--- config.mk ---
export PLATFORM = sky130hd
export DESIGN_NAME = gpio_apb_arbiter
export DESIGN_NICKNAME = d
export VERILOG_FILES = /design/src/rtl/gpio_apb_arbiter.sv
export SDC_FILE = /design/constraint.sdc
export NUM_CORES = 1
export LEC_CHECK = 0
export BUFFER_PORTS_ARGS = -buffer_cell sky130_fd_sc_hd__buf_4
export CAP_MARGIN = 0
export CORE_MARGIN = 2
export CORE_UTILIZATION = 25
export CTS_CLUSTER_DIAMETER = 200
export DETAILED_ROUTE_END_ITERATION = 10
export PLACE_DENSITY = 0.52
export SYNTH_ARGS = -nofsm -noshare
export SYNTH_HDL_FRONTEND = slang
export SYNTH_SLANG_ARGS = --single-unit
--- constraint.sdc ---
create_clock -name PCLK -period 3.1 [get_ports PCLK]
set_input_delay 0.155 -clock PCLK [delete_from_list [all_inputs] [get_ports PCLK]]
set_output_delay 0.155 -clock PCLK [all_outputs]
set_load 0.01 [all_outputs]
--- src/rtl/gpio_apb_arbiter.sv ---
// -----------------------------------------------------------------------------
// gpio_apb_arbiter
//
// Shares the single GPIO APB slave port between two upstream APB masters
// (typically the CPU data bus on m0 and a DMA/debug master on m1).
//
// An upstream master is requesting while it sits in its access phase
// (PSEL && PENABLE). One request is granted at a time, round-robin on ties.
// The granted request is latched and replayed downstream as a complete APB
// SETUP/ACCESS sequence. The result is handed back to the granted master only,
// as a one-cycle PREADY pulse. A watchdog aborts an ACCESS phase that never
// sees s_PREADY and returns 0xDEADBEEF with PSLVERR set.
//
// Ports
//   PCLK, PRESET            clock, asynchronous active-high reset
//   mX_PSEL/PENABLE         upstream select/enable (request = both high)
//   mX_PADDR/PWRITE/PWDATA  upstream address, direction, write data
//   mX_PRDATA               read data (shared register, valid with own PREADY)
//   mX_PREADY/PSLVERR       completion pulse and abort flag to master X
//   s_PSEL/PENABLE/PWRITE   downstream APB control
//   s_PADDR/PWDATA          downstream address and write data
//   s_PRDATA/PREADY         downstream read data and (registered) ready
//   grant                   index of the current / last granted master
//   busy                    high whenever a transfer is in progress
// -----------------------------------------------------------------------------
module gpio_apb_arbiter #(
    parameter int ADDR_W  = 4,
    parameter int DATA_W  = 32,
    parameter int TIMEOUT = 16
) (
    input  logic              PCLK,
    input  logic              PRESET,

    input  logic              m0_PSEL,
    input  logic              m0_PENABLE,
    input  logic [ADDR_W-1:0] m0_PADDR,
    input  logic              m0_PWRITE,
    input  logic [DATA_W-1:0] m0_PWDATA,
    output logic [DATA_W-1:0] m0_PRDATA,
    output logic              m0_PREADY,
    output logic              m0_PSLVERR,

    input  logic              m1_PSEL,
    input  logic              m1_PENABLE,
    input  logic [ADDR_W-1:0] m1_PADDR,
    input  logic              m1_PWRITE,
    input  logic [DATA_W-1:0] m1_PWDATA,
    output logic [DATA_W-1:0] m1_PRDATA,
    output logic              m1_PREADY,
    output logic              m1_PSLVERR,

    output logic              s_PSEL,
    output logic              s_PENABLE,
    output logic              s_PWRITE,
    output logic [ADDR_W-1:0] s_PADDR,
    output logic [DATA_W-1:0] s_PWDATA,
    input  logic [DATA_W-1:0] s_PRDATA,
    input  logic              s_PREADY,

    output logic              grant,
    output logic              busy
);

    // Counter only needs to reach TIMEOUT-1.
    localparam int                CNT_W      = $clog2(TIMEOUT);
    localparam logic [CNT_W-1:0]  CNT_LAST   = CNT_W'(TIMEOUT - 1);
    localparam logic [DATA_W-1:0] ABORT_DATA = DATA_W'(32'hDEAD_BEEF);

    typedef enum logic [1:0] {
        IDLE,
        SETUP,
        ACCESS,
        RESP
    } state_t;

    state_t            state_q, state_d;

    logic              grant_q;
    logic              last_grant_q;
    logic [ADDR_W-1:0] addr_q;
    logic              write_q;
    logic [DATA_W-1:0] wdata_q;
    logic [DATA_W-1:0] rdata_q;
    logic              err_q;
    logic [CNT_W-1:0]  cnt_q;

    logic              req0, req1;
    logic              winner;
    logic              load;
    logic              cnt_clr;
    logic              cnt_inc;
    logic              cap_ok;
    logic              cap_abort;

    assign req0 = m0_PSEL && m0_PENABLE;
    assign req1 = m1_PSEL && m1_PENABLE;

    // A lone requester wins outright; on a tie the master that was not
    // granted last time goes first.
    assign winner = (req0 && req1) ? !last_grant_q : req1;

    // NOTE: state registers use non-blocking assignments so every flop samples
    // the pre-edge values of all others, independent of block ordering.
    always_ff @(posedge PCLK or posedge PRESET) begin
        if (PRESET) begin
            state_q <= IDLE;
        end else begin
            state_q <= state_d;
        end
    end

    // NOTE: every output of this block gets a default first, so no path can
    // leave a signal unassigned and infer a latch.
    always_comb begin
        state_d   = state_q;
        load      = 1'b0;
        cnt_clr   = 1'b0;
        cnt_inc   = 1'b0;
        cap_ok    = 1'b0;
        cap_abort = 1'b0;
        case (state_q)
            IDLE: begin
                if (req0 || req1) begin
                    load    = 1'b1;
                    state_d = SETUP;
                end
            end
            SETUP: begin
                cnt_clr = 1'b1;
                state_d = ACCESS;
            end
            ACCESS: begin
                if (s_PREADY) begin
                    cap_ok  = 1'b1;
                    state_d = RESP;
                end else if (cnt_q == CNT_LAST) begin
                    cap_abort = 1'b1;
                    state_d   = RESP;
                end else begin
                    cnt_inc = 1'b1;
                end
            end
            RESP: begin
                // Always pass through IDLE: the served master drops PENABLE
                // and the slave's registered PREADY clears before the next
                // ACCESS can sample it.
                state_d = IDLE;
            end
            default: state_d = IDLE;
        endcase
    end

    // NOTE: the latched request and response registers are reset as well, so
    // the downstream bus and read data come out of reset as known zeros
    // rather than stale values from an aborted transfer.
    always_ff @(posedge PCLK or posedge PRESET) begin
        if (PRESET) begin
            grant_q      <= 1'b0;
            last_grant_q <= 1'b1;
            addr_q       <= '0;
            write_q      <= 1'b0;
            wdata_q      <= '0;
            rdata_q      <= '0;
            err_q        <= 1'b0;
            cnt_q        <= '0;
        end else begin
            if (load) begin
                grant_q      <= winner;
                last_grant_q <= winner;
                addr_q       <= winner ? m1_PADDR  : m0_PADDR;
                write_q      <= winner ? m1_PWRITE : m0_PWRITE;
                wdata_q      <= winner ? m1_PWDATA : m0_PWDATA;
            end

            if (cnt_clr) begin
                cnt_q <= '0;
            end else if (cnt_inc) begin
                cnt_q <= cnt_q + 1'b1;
            end

            // Writes capture s_PRDATA too; the master ignores it.
            if (cap_ok) begin
                rdata_q <= s_PRDATA;
                err_q   <= 1'b0;
            end else if (cap_abort) begin
                rdata_q <= ABORT_DATA;
                err_q   <= 1'b1;
            end
        end
    end

    // Downstream control decodes directly from the state register, so it
    // cannot glitch high in IDLE or RESP.
    assign s_PSEL    = (state_q == SETUP) || (state_q == ACCESS);
    assign s_PENABLE = (state_q == ACCESS);
    assign s_PWRITE  = write_q;
    assign s_PADDR   = addr_q;
    assign s_PWDATA  = wdata_q;

    assign m0_PREADY  = (state_q == RESP) && !grant_q;
    assign m1_PREADY  = (state_q == RESP) &&  grant_q;
    assign m0_PSLVERR = m0_PREADY && err_q;
    assign m1_PSLVERR = m1_PREADY && err_q;
    assign m0_PRDATA  = rdata_q;
    assign m1_PRDATA  = rdata_q;

    assign grant = grant_q;
    assign busy  = (state_q != IDLE);

endmodule

Yosys cells after proc, flatten, opt, wreduce, memory -nomap -nowiden. Cells that the tools add are included.

Eq/ne operators: 6. Add/sub/neg operators: 1. Multiplexer cells: 25. Reduce and logical (&&, ||, !) cells: 16.

Operator list (count): 32-bit 2-to-1 mux (3); 1-bit 2-to-1 mux (15); 4-bit 2-to-1 mux (3); 2-bit case mux with 4 select lines (1); 1-bit logical AND (7); 2-bit 2-to-1 mux (3); 2-bit nonzero test (3); 4-bit by 1-bit adder with 4-bit output (second input constant) (1); 2-bit == test (second input constant) (2); 4-bit == test (second input constant) (1); 3-bit by 1-bit inequality test with 1-bit output (second input constant) (1); 2-bit by 1-bit == test with 1-bit output (second input constant) (1); 1-bit logical NOT (2); 2-bit logical NOT (1); 1-bit logical OR (2); 2-bit inequality test (second input constant) (1); 2-bit AND reduction (1).

Output and inout port bits: 109. Input bits: 113. Word-level logic and storage cells: 57. Register bits: 78.

Longest topological paths before layout.
Depth in word-level cells: 6. Mapped depth: 7. Depth with buffers taken out: 5.

Least setup slack after synthesis. No wires, ideal clock.

Path kind: register to register. Start point: register state_q[0]. End point: register cnt_q[3]. Path slack: 1.493 ns. Data arrival time: 1.483 ns. Path buffers: 1. Library setup time: 0.125 ns. Stages on the path, launching flop included: 7. Path through: dfrtp_1 -> inv_1 -> ha_1 -> clkbuf_2 -> inv_1 -> nor3_1 -> mux2_2.

Cells in the longest elaborated chain, start to end: 3. Elaborated cells between the ends (all ways): 6.

Ends and longest elaborated chain: start: declaration (line 76) `state_t state_q, state_d;`; start signal: assignment (line 108) `state_q <= state_d;`; 2-bit == test; net s_PENABLE (line 53) `output logic s_PENABLE,`; 1-bit 2-to-1 mux (line 121) `case (state_q)`; 2-bit nonzero test (no source line); end signal: assignment (line 178) `cnt_q <= cnt_q + 1'b1;`; end: declaration (line 85) `logic [CNT_W-1:0] cnt_q;`.

The timed path passes the listed nets, and every way through them passes these cells. A chain may end at the register's enable or synchronous reset.

Worst setup path in the final report.
Start point: register state_q[0]. End point: register rdata_q[23], in the netlist m0_PRDATA[23].

Cells in the longest elaborated chain, start to end: 3. Elaborated cells between the ends (all ways): 5.

Ends and longest elaborated chain: 2-bit == test (*) (line 121); 1-bit 2-to-1 mux (line 121); 32-bit 2-to-1 mux / 2-bit nonzero test (equally long branches); end signal: assignment (line 183) `rdata_q <= s_PRDATA;`; end: declaration (line 83) `logic [DATA_W-1:0] rdata_q;`.

Mark *: on every way between the ends. The rest lies on a longest branch, timed or not.

==> impl_metrics.csv <==
group,metric,value,unit
floorplan,core_area,15100,um^2
sta,fin_crit_sh,69.0,%
sta,rsz0062_at_grt,"false",
clock_network,clock_path_buffers,2,
yosys,synth-main-ff-cell,"dfrtp_1",
place,portBuffers,221,
drt,final_antenna_net_count,0,
sta,timing.fmax,0.467,GHz
floorplan,rows,45,
yosys,synth_cell_type_count,30,
global_routing,grt_pass1_vias,3638,
floorplan,die-width,128,um
clock_network,cts_tree,"yes",
worst_setup_path,startpoint,"state_q[0]",
yosys,synth_area,3830,um^2
finish,n_antenna_cell,0,
sta,final-max-slew-violation-count,0,
drt,drc_errors,0,
place,dpl.cell_count,722,
global_routing,antenna_found_initial,0,
yosys,syn_nets,494,
clock_network,cts.sinks,78,
yosys,syn_area_per_cell,10.2,um^2
sta,finalHoldViolCount,0,
worst_setup_path,crit_path_top_delay_cell,"nor2_2",
hold_path,holdCritStartpoint,"s_PRDATA[20]",
finish,syn_to_final_growth,48.1,%
finish,layoutNonFillerInstCount,739,
place,dp_hpwl,8.75,mm
power_and_ir_drop,leakagePower,0.00257,uW
worst_setup_path,slowest_delay,0.77,ns
yosys,yosysMostFrequentCell,"dfrtp_1",
sta,max_slew.worst_pin.slew,1.17,ns
worst_setup_path,r2r_start,"state_q[0]",
sta,setup_viol,0,
global_routing,grt_pass1_wl,19.2,mm
yosys,ys_warn_count,0,
clock_network,htreeDepth,3,
floorplan,die_area,16300,um^2
drt,drtIter0Drc,215,
sta,fin_skew,0.00600,ns
yosys,synth-edff-count,0,
outcome,status,"completed",
finish,drive_above_1_share,46.3,%
global_routing,track_usage,15.0,%
worst_setup_path,cpMostUsedCell,"inv_1",
yosys,synth.top_cell.area_share,50.3,%
floorplan,start_util,25.4,%
worst_setup_path,setup.worst_path.start_class,"flop",
finish,final_nets,664,
power_and_ir_drop,cellPowerDensity,984,nW/um^2
flow_run,max_cap_viol_count,0,
global_routing,grt_max_degree,40,
finish,fin_util,37.6,%
yosys,synth-seq-cells,78,
worst_setup_path,critPathKind,"flop to flop",
drt,via_count,3662,
yosys,yosys-top-cells-count,"dfrtp_1 (77), a21oi_1 (39), a31oi_1 (38), nand4_1 (37), o21ai_0 (36)",
drt,wl,12.3,mm
drt,vias_per_cell,4.96,
place,gp_congestion,0.790,
worst_setup_path,crit_arrival,2.41,ns
yosys,yosysTopAreaCell,"dfrtp_1",
worst_setup_path,path_cells,"inv_1, ha_1, inv_1, nor2_2, o22a_1",
clock_network,numCtsBuffers,9,
worst_setup_path,crit_required,3.37,ns
worst_setup_path,crit_family,"simple AND/OR/NAND/NOR gates",
power_and_ir_drop,irDropWorstVdd,0.000263,V
sta,setup-tns-final,0,ns
worst_setup_path,crit_path_max_fanout,24,
worst_setup_path,worst-path-buf-inv,2,
yosys,synthTopCellsByArea,"dfrtp_1 (50%), buf_4 (6.7%), a31oi_1 (6.2%), nand4_1 (6.0%), o22a_1 (5.9%)",
clock_network,clock_latency,0.34,ns
yosys,synthArstFlopShare,100,%
yosys,seq_area_frac_synth,50.9,%
drt,wl_per_cell,16.7,um
floorplan,ios,222,
yosys,synthCells,376,
clock_network,cts_root_buffer,"clkbuf_16",
floorplan,die_y,128,um
global_routing,grt_overflow,0,
worst_setup_path,end_kind,"flop",
sta,slew_headroom,21.8,%
hold_path,hp-class,"input port to flop",
drt,drtPass1Iterations,5,
clock_network,clk_pin_slew_worst_paths,0.06,ns
sta,finalCriticalPeriod,2.14,ns
[metrics by stage]
step | setup WS, ns | area, um^2 | total power, uW | hold WS, ns
global placement | 1.08 | 5340 | 4460 | 0.166
CTS | 0.921 | 5680 | 5670 | 0.0223
floorplan | 0.952 | 3830 | 3350 | 0.295
detailed placement | 0.960 | 5340 | 4500 | 0.171
finish | 0.960 | 5680 | 5590 | 0.0380
global route | 0.728 | 5680 | 5970 | 0.0323
[power breakdown]
part | switching, uW | internal, uW | total [uW]
logic | 1230 | 1340 | 2570
registers | 365 | 1510 | 1880
clock network | 418 | 724 | 1140
[sequential cells by signal, indices dropped and copies added, names as in the netlist]
register,count
m0_PRDATA,32
s_PWDATA,32
cnt_q,4
s_PADDR,4
state_q,2
err_q,1
grant,1
last_grant_q,1
s_PWRITE,1
[cell usage in the layout, fill, tap and decap left out, types with 2 or more instances in the layout]
master / synthesis / final
clkinvlp_4: 0 / 2
dfrtp_1: 77 / 77
o22a_1: 26 / 26
nor2_1: 5 / 5
and2_1: 2 / 2
a22o_1: 9 / 8
inv_1: 5 / 4
o21ai_0: 36 / 36
nand2_1: 4 / 4
clkinv_2: 0 / 3
nand3_1: 4 / 4
and3_1: 2 / 2
ha_1: 5 / 4
nand4_1: 37 / 37
bufinv_16: 0 / 2
a21oi_1: 39 / 39
nor2b_1: 3 / 3
a31oi_1: 38 / 38
mux2_2: 5 / 5
buf_4: 34 / 227
o21ai_1: 3 / 3
clkbuf_16: 0 / 9
[path summary, 6_finish.rpt]
check / to / slack [ns] / cells past startpoint
worst max-delay path: m0_PRDATA[23] / 0.96 / 5
worst max register to register: m0_PRDATA[23] / 0.96 / 5
max in group asynchronous: s_PWDATA[20] / 1.99 / 4
worst min register to register: m0_PRDATA[0] / 0.52 / 1
min in group asynchronous: m0_PRDATA[20] / 0.35 / 3
worst min-delay path: m0_PRDATA[20] / 0.04 / 2
[cells by family after synthesis]
kind of cell             after synthesis  share of synthesized area [%]
adder cells (fa/ha/maj)                5                           1.63
buffers and inverters                 74                           11.8
flip-flops                            78                           50.9
AND/OR/NAND/NOR                       61                           9.27
AO/OA/AOI/OAI                        153                           24.8
multiplexers                           5                           1.47
[routing by layer]
layer	share of wire (%)	global-route usage, %	vias to the layer above	wire, um
met5	0	0	-	0
met4	1.8	6.08	0	228
met3	7.8	3.88	16	965
met2	48	25.0	176	5910
met1	42	18.6	1741	5220
li1	-	-	1729	-
[timing repair]
action                    in CTS  in global routing
gates resized for setup        0                  0
setup buffers                  0                  0
hold buffers                   1                  0
hold endpoints to repair      20                  0
[area by class of cell]
type / count / area [um^2]
Clock inverter: 6 / 85.1
Multi-Input combinational cell: 224 / 1430
Inverter: 5 / 20.0
Clock buffer: 10 / 239
Fill cell: 1536 / 9410
Tap cell: 188 / 235
Sequential cell: 78 / 1950
Timing Repair Buffer: 228 / 1710
(Power assumes the default switching activity.)
